===== src/rtl/regfile_reader.sv =====
// regfile_reader
//   Read-side controller for the register bank in the ALU datapath.
//   It serves single-register reads over a valid/ready handshake, or a sweep
//   that returns every register in address order. Each response beat stays
//   registered and stable until the consumer accepts it. A write to the bank
//   on the capture edge is forwarded into the response.
//
// Ports
//   clk, reset            rising-edge clock, asynchronous active-high reset
//   bank_flat             live bank contents, reg i at [i*WIDTH +: WIDTH]
//   wr_sel, wr_data       write enables and data driven to the bank this cycle
//   req_valid/req_addr    single-read request, accepted when req_ready is high
//   req_ready             high only in IDLE with no sweep_start and no reset
//   sweep_start           pulse: return registers 0..NREGS-1
//   rsp_valid/addr/data   response beat, held until rsp_ready
//   rsp_last              final beat of a single read or sweep
//   rsp_ready             consumer accepts the beat
//   busy                  controller is not idle
module regfile_reader #(
    parameter int WIDTH = 4,
    parameter int NREGS = 4,
    parameter int AW    = 2
) (
    input  logic                   clk,
    input  logic                   reset,
    input  logic [NREGS*WIDTH-1:0] bank_flat,
    input  logic [NREGS-1:0]       wr_sel,
    input  logic [WIDTH-1:0]       wr_data,
    input  logic                   req_valid,
    input  logic [AW-1:0]          req_addr,
    output logic                   req_ready,
    input  logic                   sweep_start,
    output logic                   rsp_valid,
    output logic [AW-1:0]          rsp_addr,
    output logic [WIDTH-1:0]       rsp_data,
    output logic                   rsp_last,
    input  logic                   rsp_ready,
    output logic                   busy
);

    typedef enum logic [1:0] {IDLE, RESP, SWEEP} state_t;

    localparam logic [AW-1:0] LAST_IDX = AW'(NREGS - 1);
    localparam logic [AW-1:0] ONE      = AW'(1);

    state_t                        state;
    logic   [AW-1:0]               idx;
    logic   [AW-1:0]               nxt_idx;
    logic   [2**AW-1:0][WIDTH-1:0] cap;

    // Value each register holds after this edge: a same-cycle write wins over
    // the current bank contents. Unpopulated addresses read as zero.
    for (genvar i = 0; i < 2**AW; i++) begin : g_cap
        if (i < NREGS) begin : g_live
            assign cap[i] = wr_sel[i] ? wr_data : bank_flat[i*WIDTH +: WIDTH];
        end else begin : g_hole
            assign cap[i] = '0;
        end
    end

    assign nxt_idx   = idx + ONE;
    assign busy      = (state != IDLE);
    assign req_ready = (state == IDLE) & ~sweep_start & ~reset;

    always_ff @(posedge clk or posedge reset) begin
        if (reset) begin
            state     <= IDLE;
            idx       <= '0;
            rsp_valid <= 1'b0;
            rsp_addr  <= '0;
            rsp_data  <= '0;
            rsp_last  <= 1'b0;
        end else begin
            case (state)
                IDLE: begin
                    // sweep_start outranks a simultaneous request
                    if (sweep_start) begin
                        idx       <= '0;
                        rsp_addr  <= '0;
                        rsp_data  <= cap[0];
                        rsp_valid <= 1'b1;
                        rsp_last  <= (LAST_IDX == '0);
                        state     <= SWEEP;
                    end else if (req_valid && req_ready) begin
                        rsp_addr  <= req_addr;
                        rsp_data  <= cap[req_addr];
                        rsp_valid <= 1'b1;
                        rsp_last  <= 1'b1;
                        state     <= RESP;
                    end
                end
                RESP: begin
                    if (rsp_ready) begin
                        rsp_valid <= 1'b0;
                        state     <= IDLE;
                    end
                end
                SWEEP: begin
                    if (rsp_ready) begin
                        if (idx == LAST_IDX) begin
                            rsp_valid <= 1'b0;
                            state     <= IDLE;
                        end else begin
                            // next beat is captured on the accepting edge so
                            // the stream has no bubble
                            idx      <= nxt_idx;
                            rsp_addr <= nxt_idx;
                            rsp_data <= cap[nxt_idx];
                            rsp_last <= (nxt_idx == LAST_IDX);
                        end
                    end
                end
                default: begin
                    rsp_valid <= 1'b0;
                    state     <= IDLE;
                end
            endcase
        end
    end

endmodule


===== config.mk =====
export PLATFORM = sky130hd
export DESIGN_NAME = regfile_reader
export DESIGN_NICKNAME = d
export VERILOG_FILES = /design/src/rtl/regfile_reader.sv
export SDC_FILE = /design/constraint.sdc
export NUM_CORES = 1
export LEC_CHECK = 0
export CORE_MARGIN = 2
export CORE_UTILIZATION = 41
export CTS_CLUSTER_SIZE = 24
export DETAILED_ROUTE_END_ITERATION = 10
export PLACE_DENSITY = 0.88
export SLEW_MARGIN = 20
export SYNTH_ARGS = -nofsm -noshare
export SYNTH_HDL_FRONTEND = slang
export SYNTH_SLANG_ARGS = --single-unit

===== constraint.sdc =====
create_clock -name clk -period 1.92 [get_ports clk]
set_input_delay 0.288 -clock clk [delete_from_list [all_inputs] [get_ports clk]]
set_output_delay 0.288 -clock clk [all_outputs]
set_load 0.01 [all_outputs]

Word level (Yosys, flattened, before mapping)
Index checks and enable logic that the tools add are counted.
{"block": "op_classes", "addsub": 1, "mul": 0, "n_div": 0, "order_cmp": 2, "eq_ne": 10, "shift": 0, "muxes": 36, "bitwise": 4, "n_reduce_logical": 7}
{"cell": "$mux W4", "count": 10}
{"cell": "$mux W2", "count": 10}
{"cell": "$bmux W4 S2", "count": 2}
{"cell": "$reduce_and A4 Y1", "count": 3}
{"cell": "$ne A2 B2 Y1 const B", "count": 5}
{"cell": "$mux W1", "count": 8}
{"cell": "$pmux W2 S2", "count": 2}
{"cell": "$pmux W4 S2", "count": 1}
{"cell": "$eq A2 B2 Y1 const B", "count": 3}
{"cell": "$lt A2 B3 Y1 const B", "count": 2}
{"cell": "$pmux W2 S3", "count": 1}
{"cell": "$reduce_bool A2 Y1", "count": 2}
{"cell": "$ne A3 B2 Y1 const B", "count": 1}
{"cell": "$pmux W1 S3", "count": 1}
{"cell": "$add A2 B1 Y2 const B", "count": 1}
{"cell": "$and A1 B1 Y1", "count": 2}
{"cell": "$eq A2 B1 Y1 const B", "count": 1}
{"cell": "$logic_not A2 Y1", "count": 1}
{"cell": "$not A1 Y1", "count": 2}
{"cell": "$pmux W1 S2", "count": 1}
{"cell": "$logic_and A1 B1 Y1", "count": 1}
{"block": "word_totals", "regBits": 12, "latchBits": 0, "mem_bits_rw": 0, "mem_bits_ro": 0, "in_bits": 31, "output_inout_bits": 10, "wordCells": 66, "memories": 0}

Depth between registers and ports, before layout
Gate-level depths: netlist (run 1).
{"block": "depth", "depth_word": 7, "mapped_depth": 7, "mapped_depth_nobuf": 6}

Worst setup path before layout (run 1)
OpenSTA, ideal clock, no wires.
{"block": "synth_timing", "path_kind": "register to register", "start": "register idx[0]", "end": "register rsp_data[2]", "setup_ps": 120, "arrival_ps": 1805, "required_ps": 1800, "path_slack_ps": -4, "stages_incl_launch_ff": 8, "n_path_buf": 1, "period_less_slack_ps": 1924, "path_cell_list": "dfrtp_1 > inv_1 > ha_1 > buf_2 > or3b_2 > o2111ai_1 > o311ai_0 > a31o_1"}
{"block": "synth_via", "elab_chain_cells": 6, "word_cells_on_any_way": 9, "classes_between": "add/sub (1); eq/ne (2); mux (5); reduce/logical (1)"}
{"item": "from (decl)", "line": "47", "source": "logic [AW-1:0] idx;"}
{"item": "from (signal assigned)", "line": "106", "source": "idx <= nxt_idx;"}
{"item": "$add A2 B1 Y2", "line": "61", "source": "assign nxt_idx = idx + ONE;"}
{"item": "$bmux W4 S2", "line": "108", "source": "rsp_data <= cap[nxt_idx];"}
{"item": "$mux W4 (not written as such)", "line": "108"}
{"item": "$mux W4", "line": "100", "source": "if (idx == LAST_IDX) begin"}
{"item": "$mux W4", "line": "99", "source": "if (rsp_ready) begin"}
{"item": "$pmux W4 S2", "line": "74", "source": "case (state)"}
{"item": "to (signal assigned)", "line": "80", "source": "rsp_data <= cap[0];"}
{"item": "to (signal assigned)", "line": "86", "source": "rsp_data <= cap[req_addr];"}
{"item": "to (signal assigned)", "line": "108"}
{"item": "to (decl)", "line": "35", "source": "output logic [WIDTH-1:0] rsp_data,"}
Parallel ways exist; a longest one is shown, timed or not. The select of a mux whose other input is x is not followed.
A chain may end at the register's enable or synchronous reset.

Final worst setup path (run 1)
{"block": "layout_timing", "start": "register idx[1]", "end": "register rsp_data[2]"}
Same word-level chain as after synthesis.

==> results of run 1 <==
==> registers in the layout, summed over array words and instances (netlist names) <==
| register | cells |
|---|---|
| rsp_addr | 2 |
| rsp_data | 4 |
| rsp_last | 1 |
| rsp_valid | 1 |
| idx | 2 |
| state | 2 |
==> layout make-up <==
| type | count | area, um^2 | share of cell area, % |
|---|---|---|---|
| repair buffers | 61 | 557 | 31.2 |
| inverters | 8 | 30.0 | 1.69 |
| multi-input cells | 98 | 820 | 46.0 |
| well taps | 31 | 38.8 | 2.18 |
| clock buffers | 4 | 36.3 | 2.04 |
| flip-flops and latches | 12 | 300 | 16.9 |
==> per-stage QoR <==
| stage | instance area [um^2] | setup WS (ns) | TNS, ns |
|---|---|---|---|
| final | 1780 | 0.104 | 0 |
| after global placement | 1730 | -0.0755 | -0.202 |
| after floorplan | 1190 | 0.0230 | 0 |
| after detailed placement | 1730 | -0.129 | -0.438 |
| after CTS | 1770 | 0.0219 | 0 |
| after global routing | 1780 | 0.0221 | 0 |
==> worst max-delay path, stage by stage (launching register included) <==
cell	delay (ns)
dfrtp_1	0.44
ha_4	0.32
or3b_2	0.45
o2111ai_1	0.09
o311ai_0	0.16
a31o_1	0.25
==> final timing paths <==
check	startpoint	to	cells after the start
max	idx[1]	rsp_data[2]	5
min	reset	rsp_valid	2
max reg2reg	idx[1]	rsp_data[2]	5
min reg2reg	rsp_addr[0]	rsp_addr[0]	1
max in group asynchronous	reset	rsp_addr[0]	2
min in group clk	rsp_addr[0]	rsp_addr[0]	1
==> where the power goes <==
part           switching [uW]  internal, uW
Sequential               78.6           371
Combinational             591           779
Clock                    90.0           116
Total                     760          1270
==> placed cells by master (no fill, tap or decap), types with 2 or more instances in the layout <==
cell | Yosys | final
clkdlybuf4s50_1 | 0 | 39
a21oi_1 | 10 | 10
mux4_2 | 3 | 3
or2_2 | 2 | 2
o221a_2 | 2 | 2
o21ai_0 | 2 | 2
clkbuf_4 | 0 | 3
or3_1 | 3 | 3
a2bb2oi_1 | 3 | 3
dfrtp_1 | 12 | 12
nand2_1 | 3 | 3
mux2_2 | 6 | 6
a22o_1 | 2 | 2
nor2b_1 | 4 | 4
inv_2 | 1 | 3
inv_1 | 7 | 5
a22oi_1 | 2 | 2
a221o_1 | 3 | 3
mux2i_1 | 18 | 18
nor2_1 | 12 | 12
nand2b_1 | 5 | 5
o311ai_0 | 2 | 2
buf_4 | 1 | 21
==> logic make-up after synthesis <==
logic type / after synthesis
simple gates: 35
flops: 12
buf+inv: 18
compound gates: 34
mux: 27
fa+ha+maj: 2
==> cell usage after synthesis <==
master | instances | area, um^2
mux2_2 | 6 | 67.6
nand2b_1 | 5 | 31.3
nor2_1 | 12 | 45.0
nand2b_4 | 1 | 13.8
buf_4 | 1 | 7.51
mux4_2 | 3 | 67.6
inv_2 | 1 | 3.75
buf_2 | 7 | 35.0
a221oi_4 | 1 | 26.3
mux2i_1 | 18 | 180
nor3_1 | 1 | 5.00
o31ai_1 | 1 | 7.51
a21o_1 | 1 | 7.51
ha_1 | 2 | 25.0
a2bb2oi_1 | 3 | 26.3
nor2b_1 | 4 | 25.0
nor3b_1 | 1 | 7.51
or3_1 | 3 | 18.8
or2_2 | 2 | 12.5
dfrtp_1 | 12 | 300
or3b_2 | 1 | 8.76
o211ai_1 | 1 | 7.51
o221a_2 | 2 | 22.5
clkbuf_1 | 1 | 3.75
buf_6 | 1 | 11.3
o2111ai_1 | 1 | 8.76
o32ai_1 | 1 | 8.76
a221o_1 | 3 | 30.0
a22oi_1 | 2 | 15.0
a31oi_1 | 1 | 6.26
o311ai_0 | 2 | 17.5
o21ai_0 | 2 | 10.0
or2_4 | 1 | 8.76
inv_1 | 7 | 26.3
nor4b_1 | 1 | 8.76
a21oi_1 | 10 | 50.1
nand2_1 | 3 | 11.3
a22o_1 | 2 | 17.5
a31o_1 | 1 | 8.76
==> what timing repair did <==
action	CTS	global route
buffers inserted	0	0
gates resized for setup	2	2
hold buffers	0	0
endpoints found under the hold margin	0	0
endpoints found under the setup margin	3	1
==> layer usage <==
layer / GRT usage (%) / up-vias / part of all wire, %
li1: - / 593 / -
met1: 25.3 / 594 / 39
met2: 39.9 / 60 / 52
met3: 4.91 / 7 / 7.9
met4: 5.98 / 0 / 1.3
met5: 0 / - / 0
==> flow_summary.toml, run 1 <==
[timing]
fin_hold_ws_ns = 0.410
rsz0062_at_grt = "false"
setup_violations = 0
relSlewSlack_pct = 68.7
period_minus_slack_ns = 1.82
final_hold_viol_count = 0
final.setup_skew_ns = 0.00374
finalCritPeriodShare_pct = 94.6
slew_viol_final = 0
tightestPinTransition_ns = 0.469
max_freq_ghz = 0.551

[clock_network]
ctsRootBufferMaster = "clkbuf_4"
cts_made_buffers = 3
clock_latency_ns = 0.28
tritoncts = "built"
cts.sinks = 12
cts_buffer_depth = 2
cts-htree-levels = 1
cts.clk_slew.worst_paths_ns = 0.08

[synthesis]
synth_fa_ha_area_share_pct = 2.09
syn_area_per_cell_um2 = 9.34
synthesis.instances = 128
synth_xor_area_share_pct = 0
synth_area_um2 = 1190
synth-seq-cells = 12
ys_seq_area_share_pct = 25.1
synth_compound_area_share_pct = 22.6
ys_warn_count = 0
synthSimpleGateAreaFrac_pct = 16.4
synth_top_family_by_area = "multiplexers"
synth_fp_nets = 161
synthMuxAreaShare_pct = 26.4
ys_types = 39

[place]
port_buffers = 40
dp_cells = 210
hpwlAfterDp_um = 2830
gp_congestion = 0.843

[die]
rows = 19
dieArea_um2 = 3360
ios = 41
coreArea_um2 = 2760
fp.dieH_um = 58.0
die_x_um = 58.0
floorplan.initialDensity_pct = 43.3

[setup_path]
end_kind = "register"
required_ns = 2.09
cp_max_fo = 6
cp-start-kind = "register"
cp_data_arrival_time_ns = 1.99
critPathKind = "register to register"
r2r_slack_ns = 0.10

[global_route]
track_usage_pct = 21.8
grt_pass1_vias = 1246
grt_max_degree = 13
grt_overflow = 0
antenna_found_initial = 0
grt_pass1_wl_um = 5600

[cells_and_area]
drive_gt1_share_pct = 25.1
final_nets = 217
syn2layout_area_growth_pct = 49.1
finish.utilization_pct = 64.6
fillers = 225
instances_no_fill = 214
n_antenna_cell = 0

[routing]
drt_iter0_drc = 45
vias_per_cell = 5.86
postRouteAntennaNets = 0
drtPass1Iterations = 4
vias = 1254
drc = 0
wl_um = 3460
wl_per_cell_um = 16.1

[power_and_ir_drop]
total_power_uw = 2030
power.static_leakage_uw = 0.000781
irDropWorstVdd_v = 0.00117
power-per-cell-area_nw_per_um2 = 1140

[worst_hold_path]
min_path_type = "input pin to asynchronous set/reset pin"

[status]
outcome = "finished, final reports clean"

[flow_run]
drv_cap = 0
(Power assumes the default switching activity.)
==> run 2, diff against run 1 <==
- CTS_CLUSTER_SIZE: 24 -> not set
==> results of run 2 <==
Final layout, timing and power as in run 1 (identical DEF).
==> run 3, diff against run 2 <==
- CORE_UTILIZATION: 41 -> 49
- PLACE_DENSITY: 0.88 -> 0.95
- clock period: 1.92 -> 2.3 ns (I/O delays scaled with it)
==> run 3 against run 2 <==
  * Via count down 4.4%
  * Highest routed layer unchanged
  * Critical path depth down 2
  * Global-route usage up 3.8 points
  * Critical path type is now register to primary output
  * Sequential share of layout area up 1.6 points
  * First-iteration DRC count down 58%
  * Power down 24%
  * Cell count down 9.8%
  * Critical endpoint is now req_ready
  * Core utilization up 7.5 points
  * Clock skew down 0.0015 ns
  * Hold slack better by 0.043 ns
==> flow_summary.toml, run 3 (synthesis results as in run 1) <==
[cells_and_area]
fillers = 168
drive_gt1_share_pct = 15.2
final_nets = 200
final_common_cell = "clkdlybuf4s50_1"
n_antenna_cell = 0
syn2layout_area_growth_pct = 36.0
top_register = "rsp_data"
largest_register_ffs = 4
ff_latch_area_um2 = 300
multi_input_area_um2 = 807
final_cell_mix = "clkdlybuf4s50_1, mux2i_1, nor2_1, dfrtp_1, a21oi_1"

[clock_network]
cts.sinks = 12
cts-htree-levels = 1
ctsRootBufferMaster = "clkbuf_4"
postCtsResizedCells = 0
cts.clk_slew.worst_paths_ns = 0.07
cts_setup_buffers = 0
clock_latency_ns = 0.27
cts_hold_buf = 0
tritoncts = "built"
cts_buffer_depth = 2
cts_made_buffers = 3

[status]
outcome = "finished, final reports clean"

[timing]
finalCritPeriodShare_pct = 91.8
rsz0062_at_grt = "false"
relSlewSlack_pct = 69.1
period_minus_slack_ns = 2.11
setup_violations = 0
setup_tns_ns = 0
tightestPinTransition_ns = 0.463
final.setup_skew_ns = 0.00222
final_hold_viol_count = 0
max_freq_ghz = 0.474
slew_viol_final = 0

[power_and_ir_drop]
total_power_uw = 1530
irDropWorstVdd_v = 0.000614
power.static_leakage_uw = 0.000689
power-per-cell-area_nw_per_um2 = 944

[routing]
postRouteAntennaNets = 0
vias = 1199
drt_iter0_drc = 19
vias_per_cell = 6.21
wl_per_cell_um = 17.2
drc = 0
wl_um = 3330
drtPass1Iterations = 4

[die]
coreArea_um2 = 2250
die_x_um = 53.4
rows = 17
floorplan.initialDensity_pct = 53.0
ios = 41
fp.dieH_um = 53.4
dieArea_um2 = 2850

[setup_path]
cp-start-kind = "register"
rr_startpoint = "idx[0]"
cp_data_arrival_time_ns = 1.77
cp_max_fo = 9
critPathKind = "register to primary output"
required_ns = 1.96
end_kind = "primary output"
r2r_end = "rsp_data[1]"
reg2reg_depth = 6
r2r_slack_ns = 0.20

[global_route]
track_usage_pct = 25.6
grt_overflow = 0
antenna_found_initial = 0
grt_max_degree = 13
grt_pass1_wl_um = 5360
grt_pass1_vias = 1221

[flow_run]
drv_cap = 0

[worst_hold_path]
min_path_type = "input pin to asynchronous set/reset pin"

[place]
gp_congestion = 0.927
hpwlAfterDp_um = 2660
port_buffers = 40
run 3: cell types whose count changed in the layout (fill, tap and decap cells not counted):
cell,before,now
ha_1,1,2
ha_4,1,0
inv_1,5,7
inv_2,3,1
clkdlybuf4s50_1,39,40
buf_4,21,4
dlygate4sd2_1,1,0
clkbuf_8,1,0
run 3: how the worst max path moves through the flow:
stage,start,endpoint
after floorplan,idx[0],rsp_data[2]
after global placement,wr_sel[0],rsp_data[1]
after detailed placement,wr_sel[0],rsp_data[1]
after CTS,state[1],req_ready
after global routing,state[1],req_ready
final,state[1],req_ready
run 3: critical path, stage by stage, from the launching register on:
cell and delay [ns]:
dfrtp_1 0.50, or2_4 0.31, nor3_1 0.13, clkdlybuf4s50_1 0.56
run 3: final cells by class:
class,count,share of cell area [%]
multi-input cells,98,49.7
repair buffers,44,26.5
flip-flops and latches,12,18.5
well taps,28,2.16
inverters,8,1.85
clock buffers,3,1.39
run 3: where the power goes:
group | internal [uW] | switching [uW]
combinational | 568 | 436
sequential | 310 | 95.5
clock | 60.6 | 65.6
run 3: stage by stage:
stage | hold slack, ns | cells | util [%] | instance area, um^2 | worst slack, ns
final | 0.453 | 193 | 72.1 | 1630 | 0.189
after global placement | 0.494 | 190 | 71.1 | 1600 | 0.205
after CTS | 0.472 | 193 | 72.1 | 1630 | 0.170
after global routing | 0.521 | 193 | 72.1 | 1630 | 0.0986
after floorplan | 0.210 | 128 | - | 1190 | 0.376
after detailed placement | 0.497 | 190 | 71.1 | 1600 | 0.125
run 3: routing by layer:
layer,global-route usage [%],vias to the layer above,share of wire (%)
met5,0,-,0
met4,11.5,0,3.1
met3,2.26,12,4.1
met2,46.5,49,51
met1,30.0,583,41
li1,-,555,-
==> patch (config.mk and constraints of run 2) <==
Set the parameter `NREGS` to 3 (it was 4).
--- a/src/rtl/regfile_reader.sv
+++ b/src/rtl/regfile_reader.sv
@@ -18,7 +18,7 @@
 //   busy                  controller is not idle
 module regfile_reader #(
     parameter int WIDTH = 4,
-    parameter int NREGS = 4,
+    parameter int NREGS = 3,
     parameter int AW    = 2
 ) (
     input  logic                   clk,
Interface: changed (resized bank_flat and wr_sel); port bits go from 41 to 36. No check against the original RTL was run, so the function may have changed too.
==> patch against run 2 <==
Synthesized cell count decreased by 13%. Critical endpoint is now rsp_data[1]. Routed wire length shrank 18%. Clock skew grew 0.0010 ns. Power fell by 9.6%. Largest cell class unchanged. Area after synthesis is 16% lower. Critical path type unchanged. Setup slack improved by 0.085 ns. Final area is 17% lower. Count of clock-buffer cells in the layout did not move. Sequential cell count did not move.
==> patch: results (changes against run 2) <==
[synthesis]
postSynth.asyncResetShare_pct=100.0  ; unchanged
synth.distinct_cells=29  ; -26%
synth_nets=140  ; -13%
ys_seq_area_share_pct=29.96  ; +4.8 points
synth_area_leaders=dfrtp_1, mux2i_1, o22ai_1, a211oi_1, nor2_1
yosysWarnings=0  ; unchanged
synthTopCellsByCount=mux2i_1, dfrtp_1, nor2_1, o22ai_1, inv_1
synth-main-ff-cell=dfrtp_1

[global_routing]
grt_usage_pct=22.62  ; +0.83 points
grt_pass1_vias=1034  ; -17%
grt_max_degree=13  ; unchanged
antenna_found_initial=0  ; unchanged
grt_pass1_wl_mm=4.512  ; -19%

[routing]
detail_route.first_pass.iterations=4  ; unchanged
via_per_inst=5.581  ; -4.8%
wl_per_cell_um=15.20  ; -5.9%
drtIter0Drc=31  ; -31%

[critical_path]
worstPathArrival_ns=1.93  ; -0.06 ns
crit_fanout=5  ; -1
r2r_slack_ns=0.19  ; +0.08 ns
r2r-end=rsp_data[1]
rr_worst_depth=6  ; +1
crit_slowest_cell=dfrtp_1
cp_slowest_stage_delay_ns=0.43  ; -0.02 ns
r2r_start=idx[1]
crit_family=compound AO/OA/AOI/OAI gates

[finish]
fin_nets=187  ; -14%
fillers=186  ; -17%
largest_reg_flops=4  ; unchanged
drive_above_1_share_pct=18.99  ; -6.1 points
regMostFlops=rsp_data

[placement]
routabilityCongestion=0.9614  ; +14%
hpwl_mm=2.327  ; -18%
io_buffers=35  ; -13%
dpl_cell_area_sq_um=1441  ; -17%

[power]
vdd.ir_drop.worst_uv=929.7  ; -21%
total_leakage_power_uw=0.0006678  ; -14%

[run_status]
status=finished, final reports clean

[cts]
clockBufferDepth=2  ; unchanged
post_cts_buffers=0  ; unchanged
clk_pin_slew_ns=0.07
cts_made_buffers=3  ; unchanged
htreeDepth=1  ; unchanged

[hold_path]
hold_class=input port to async pin

[timing]
timing.slew.headroom_pct=69.68  ; +0.99 points
clock_skew_ns=0.004774  ; +0.001037 ns

## patch: cell types whose count changed after synthesis, moves of 4 or more
cell	run 2	this run
mux2i_1	18	14
a21oi_1	10	3
o22ai_1	0	11
a211oi_1	0	6
buf_2	7	2
## patch: worst max path at each step
stage / start / to / slack, ns / cells after the start
after floorplan: idx[0] / rsp_addr[0] / 0.29 / 6
after CTS: state[1] / req_ready / 0.004 / 3
after detailed placement: wr_sel[0] / rsp_data[2] / 0.01 / 6
final: idx[1] / rsp_data[1] / 0.19 / 6
after global placement: wr_sel[0] / rsp_data[0] / 0.08 / 5
after global routing: idx[1] / rsp_data[1] / 0.08 / 6
## patch: layout make-up
| cell class | count | area share (%) |
|---|---|---|
| Multi-Input combinational cell | 85 | 42.58 |
| Timing Repair Buffer | 47 | 29.85 |
| Sequential cell | 12 | 20.24 |
| Tap cell | 28 | 2.361 |
| Inverter | 10 | 2.530 |
| Clock buffer | 4 | 2.445 |
## patch: power breakdown
group	total [uW]	switching (uW)	internal (uW)	leakage, uW
sequential	445	69.0	376	0.000141
clock	204	88.1	116	0.0000210
combinational	1180	563	620	0.000506
total	1830	720	1110	0.000668
## patch: cells by family (layout without fill, tap and decap cells)
family | after synthesis | count (layout) | share of synthesized area, %
mux | 17 | 17 | 17.35
fa+ha+maj | 2 | 2 | 2.496
flops | 12 | 12 | 29.96
compound gates | 32 | 32 | 25.09
simple gates | 34 | 34 | 17.73
buf+inv | 15 | 61 | 7.366
## patch: metal layers
metal | GRT usage [%] | vias to the layer above | share of wire, % | wire [um]
li1 | - | 500 | - | -
met1 | 26.70 | 481 | 40 | 1139
met3 | 5.650 | 6 | 7.5 | 212
met4 | 11.54 | 0 | 2.2 | 63
met2 | 37.45 | 51 | 50 | 1412
met5 | 0 | - | 0 | 0
## patch: stage by stage
stage                     power [uW]  std cells  utilization [%]  hold WS [ns]  worst slack (ns)
after floorplan                 1165        112                -        0.1527            0.2892
after global placement          1564        182            63.93        0.4806           0.07920
after detailed placement        1615        182            63.93        0.4966           0.01326
after CTS                       1827        186            65.54        0.4002          0.003754
after global routing            1970        186            65.82        0.4382           0.07761
final                           1832        186            65.82        0.3878            0.1882
## patch: repair_timing
| action | 4_1_cts | 5_1_grt |
|---|---|---|
| resized for setup | 0 | 2 |
| hold endpoints to repair | 0 | 0 |
| endpoints found under the setup margin | 0 | 2 |
